===== src/rtl/up5bit_counter_dual_source.sv =====
// Two independent WIDTH-bit up counters: out0 counts clk0 edges, out1 counts synchronised clk1 rises.
// Latency: out0 registered, 1 edge; out1 updates SYNC_STAGES+1 edges after a clk1 rise. Backpressure: none.
module up5bit_counter_dual_source #(
  parameter int WIDTH       = 5,
  parameter int SYNC_STAGES = 2
) (
  input  logic             clk0,
  input  logic             reset,
  input  logic             clk1,
  output logic [2:0]       gfpga_io,
  output logic [WIDTH-1:0] out0,
  output logic [WIDTH-1:0] out1
);

  logic [SYNC_STAGES-1:0] sync_q;
  logic [SYNC_STAGES-1:0] fill_q;
  logic                   prev_q;
  logic                   armed_q;
  logic                   sync_out;
  logic                   rise;

  assign gfpga_io = 3'b000;
  assign sync_out = sync_q[SYNC_STAGES-1];
  // A clk1 level already high at reset release must not count: only arm once a settled low is seen.
  assign rise     = sync_out & ~prev_q & armed_q;

  always_ff @(posedge clk0 or posedge reset) begin
    if (reset) begin
      sync_q  <= '0;
      fill_q  <= '0;
      prev_q  <= 1'b0;
      armed_q <= 1'b0;
      out0    <= '0;
      out1    <= '0;
    end else begin
      sync_q  <= {sync_q[SYNC_STAGES-2:0], clk1};
      fill_q  <= {fill_q[SYNC_STAGES-2:0], 1'b1};
      prev_q  <= sync_out;
      armed_q <= armed_q | (fill_q[SYNC_STAGES-1] & ~sync_out);
      out0    <= out0 + WIDTH'(1);
      if (rise) begin
        out1 <= out1 + WIDTH'(1);
      end
    end
  end

endmodule


===== config.mk =====
export PLATFORM = sky130hd
export DESIGN_NAME = up5bit_counter_dual_source
export DESIGN_NICKNAME = d
export VERILOG_FILES = /design/src/rtl/up5bit_counter_dual_source.sv
export SDC_FILE = /design/constraint.sdc
export NUM_CORES = 1
export LEC_CHECK = 0
export CAP_MARGIN = 20
export CELL_PAD_IN_SITES_DETAIL_PLACEMENT = 1
export CELL_PAD_IN_SITES_GLOBAL_PLACEMENT = 1
export CORE_MARGIN = 2
export CORE_UTILIZATION = 34
export CTS_BUF_LIST = sky130_fd_sc_hd__clkbuf_4 sky130_fd_sc_hd__clkbuf_8
export DETAILED_ROUTE_END_ITERATION = 10
export PLACE_DENSITY = 0.74
export SLEW_MARGIN = 20
export SYNTH_ARGS = -nofsm -noshare
export SYNTH_HDL_FRONTEND = slang
export SYNTH_SLANG_ARGS = --single-unit

===== constraint.sdc =====
create_clock -name clk0 -period 1 [get_ports clk0]
set_input_delay 0.1 -clock clk0 [delete_from_list [all_inputs] [get_ports clk0]]
set_output_delay 0.1 -clock clk0 [all_outputs]
set_load 0.05 [all_outputs]

=== Yosys cells after proc, flatten, opt, wreduce, memory -nomap -nowiden ===
Cells that the tools add are included.

* Add/subtract/negate cells: 2
* Bitwise gates (word level): 6

{| class="wikitable"
|+ Operators with widths
! operator !! count
|-
| $add 5x1->5 const B || 2
|-
| $and 1x1->1 || 3
|-
| $not 1->1 || 2
|-
| $or 1x1->1 || 1
|}

* Output and inout port bits: 13
* Input port bits: 3
* Flip-flop bits (word level): 16
* Word-level logic and storage cells: 14

=== Depth between registers and ports, before layout ===
* Depth in word-level cells: 3
* Mapped depth: 4
* Depth with buffers taken out: 3

=== Worst setup path after synthesis ===
OpenSTA, ideal clock, no wires.

* Path type: reg2reg
* Start: register out1[0]
* End: register out1[1]
* Arrival time: 1.211 ns
* Stages on the path, launching flop included: 3
* Buffers on the path: 0
* Library setup time: 0.125 ns
* Data required time: 0.875 ns
* Period minus slack after synthesis: 1.336 ns
* Slack: -0.336 ns
* Path through: dfrtp_1 ha_1 mux2_4

* Word-level cells in the longest chain between the ends: 1

{| class="wikitable"
|+ RTL lines
! what !! line !! text
|-
| from (decl) || 12 || <nowiki>output logic [WIDTH-1:0] out1</nowiki>
|-
| from (signal assigned) || 42 || <nowiki>out1 <= out1 + WIDTH'(1);</nowiki>
|-
| $add 5x1->5 || 42 ||
|}

Every way passes these cells.
A chain may end at the register's enable or synchronous reset.

=== Final worst setup path ===
* Start: register prev_q
* End: register out1[1]

* Word-level cells in the longest chain between the ends: 3

{| class="wikitable"
|+ RTL lines
! what !! line !! text
|-
| from (decl) || 17 || <nowiki>logic prev_q;</nowiki>
|-
| from (signal assigned) || 38 || <nowiki>prev_q <= sync_out;</nowiki>
|-
| $not 1->1 || 25 || <nowiki>assign rise = sync_out & ~prev_q & armed_q;</nowiki>
|-
| $and 1x1->1 (2 in series) || 25 ||
|}

Every way passes these cells.

==> results.toml <==
[global_route]
grt_pass1_wl_um = 2330
grt_usage_pct = 17.4
grt_antenna_before_repair = 0
grt_pass1_vias = 442
grt_max_degree = 17
grt.overflow.total = 0

[synth]
synth_common_cells = "dfrtp_1 (16), xnor2_1 (5), buf_4 (3), inv_1 (3)"
yosys_warnings = 0
synth_top_area_cell = "dfrtp_1"
yosysMostFrequentCell = "dfrtp_1"
synth_top_flop_cell = "dfrtp_1"
async_flop_share_pct = 100
synth.top_cell.area_share_pct = 67.8
netlist_area_um2 = 591
synth.distinct_cells = 14
synth_top_cells_by_area = "dfrtp_1 (68%), xnor2_1 (7.4%), ha_1 (4.2%)"
syn_inst = 42
synth_seq_area_share_pct = 67.8
synth_edf_count = 0
syn_area_per_cell_um2 = 14.1
synth_seq_cells = 16

[placed_design]
portBuffers = 12
globalplace.congestion = 0.703
hpwl_um = 831
dp_cells = 75

[cells_and_area]
nNetsFinal = 76
multi_input_comb_area_um2 = 205
post_route_cells_drive_above_1_share_pct = 60.0
register_area_um2 = 409
syn_to_final_growth_pct = 72.7
final_util_pct = 61.0
layoutNonFillerInstCount = 87
n_fill_cell = 160
antenna_cells = 0

[power_and_ir_drop]
leakage_nw = 0.483
p_per_area_nw_per_um2 = 2720
comb_power_share_pct = 51.7
switching_share_pct = 36.8
seqPwrFrac_pct = 32.7
ir_worst_vdd_v = 0.00131
clkPwrFrac_pct = 15.6
intPower_mw = 1.75
p_switching_mw = 1.02

[clocking]
ctsHoldBuffers = 0
clockBufferDepth = 2
path_clk_slew_ps = 100
cts_tree = "built"
root_buffer = "clkbuf_4"
htree_num_levels = 1
cts.sinks = 16
clk-insertion-delay-late_ps = 280
cts_made_buffers = 3

[timing]
drv_slew = 0
fin_ws_ps = -112
fin_crit_ps = 1110
fin_skew_ps = 1.41
fmax_mhz = 900
rsz0062_at_grt = "true"
hold_violations = 0
final.period_utilization_pct = 111
finalSetupViolCount = 9

[run_status]
violations = "negative setup slack"
status = "finished with violations"

[setup_path]
worst_path_largest_cell_delay_ps = 380
r2r_slack_ps = -110
cp_max_fo = 5
crit_buf_inv = 0
cp.arrival_ps = 1290
r2r_start = "prev_q"
worst-path-stages = 2
cp-startpoint = "prev_q"
r2r-end = "out1[1]"
crit_type = "reg -> reg"
cpLargestDelayFamily = "flip-flops"
crit_path_start_kind = "register"
end_kind = "register"
cpMaxStageDelayCell = "dfrtp_1"
crit_required_ps = 1180
crit_end = "out1[1]"
r2r.worst_path.cells = 2
crit_chain = "and3b_2, mux2_4"

[routing]
drt_first_pass_iters = 4
route.vias.total = 396
viasPerCell = 4.55
drc = 0
avgRoutedWirePerCell_um = 16.7
antenna_left = 0
wirelength_um = 1450
drt_iter0_markers = 3

[floorplan]
die_y_um = 45.7
fp.coreArea_um2 = 1670
fp-row-count = 15
die-area_um2 = 2090
die_width_um = 45.7
initial_utilization_pct = 35.4
ioPinCount = 16

[flow_run]
drv_cap = 0

[hold_path]
hp-class = "in -> async"
## worst min path at each step
| stage | slack [ps] | from | cells after the start | to |
|---|---|---|---|---|
| floorplan | 10 | reset | 1 | armed_q |
| global placement | 330 | fill_q[0] | 0 | fill_q[1] |
| detailed placement | 340 | sync_q[0] | 0 | sync_q[1] |
| CTS | 140 | reset | 3 | fill_q[0] |
| global route | 140 | reset | 3 | fill_q[1] |
| finish | 120 | reset | 3 | fill_q[0] |
## metal layers
layer,wire (um),vias up,GRT usage [%]
met5,0,-,0
met4,32,0,10.6
met3,35,2,3.57
met2,765,8,26.2
met1,619,205,22.9
li1,-,181,-
## flip-flops by register name, indices dropped and copies added (netlist names)
register	count
out0	5
sync_q	2
armed_q	1
prev_q	1
fill_q	2
out1	5
## logic make-up after synthesis
family,share of synthesized area [%]
compound gates,1.27
xor+xnor,10.4
fa+ha+maj,4.24
buf+inv,6.57
flops,67.8
mux,2.54
other cells,1.27
simple gates,5.93
## final cells by class
cell class                      instances  share of cell area (%)
Timing Repair Buffer                   26                    33.0
Sequential cell                        16                    40.1
Multi-Input combinational cell         21                    20.1
Clock buffer                            4                    3.56
Tap cell                               17                    2.09
Inverter                                3                    1.10
## cells in the final DEF (no fill, tap or decap), drive strengths merged
cell type      synthesis  layout
buf                    3      24
dfrtp                 16      16
xnor2                  5       5
conb                   2       4
clkbuf                 1       4
inv                    3       3
xor2                   2       2
nand4                  2       2
ha                     2       2
clkdlybuf4s50          0       2
nand3                  2       2
a21o                   1       1
and3b                  1       1
mux2                   1       1
nand2                  1       1
## per-stage QoR
| stage | total power [mW] | hold WS (ps) | setup TNS [ps] | cell area, um2 | setup slack [ps] |
|---|---|---|---|---|---|
| after floorplan | 1.48 | 13.3 | -404 | 638 | -152 |
| final | 2.77 | 125 | -622 | 1020 | -112 |
| after CTS | 2.71 | 138 | -525 | 1000 | -99.6 |
| after global placement | 2.07 | 332 | -150 | 897 | -57.6 |
| after detailed placement | 2.13 | 343 | -334 | 897 | -102 |
| after global routing | 2.89 | 137 | -1020 | 1020 | -134 |
## tightest hold or removal path, cell delays in order
cell	delay, ps
clkdlybuf4s50_1	400
inv_1	60
buf_4	220
## what timing repair did
item	CTS	global route
setup endpoints to repair	13	15
buffers inserted	7	1
pin swaps	7	3
resized for setup	5	2
## power by group through the flow
stage,sequential (mW),clock [mW],combinational [mW]
after floorplan,1.26,0,0.220
after global placement,0.928,0,1.15
after detailed placement,0.932,0,1.20
after CTS,0.906,0.433,1.37
after global routing,0.916,0.486,1.49
final,0.907,0.432,1.43
Power figures use the tool's default switching activity.
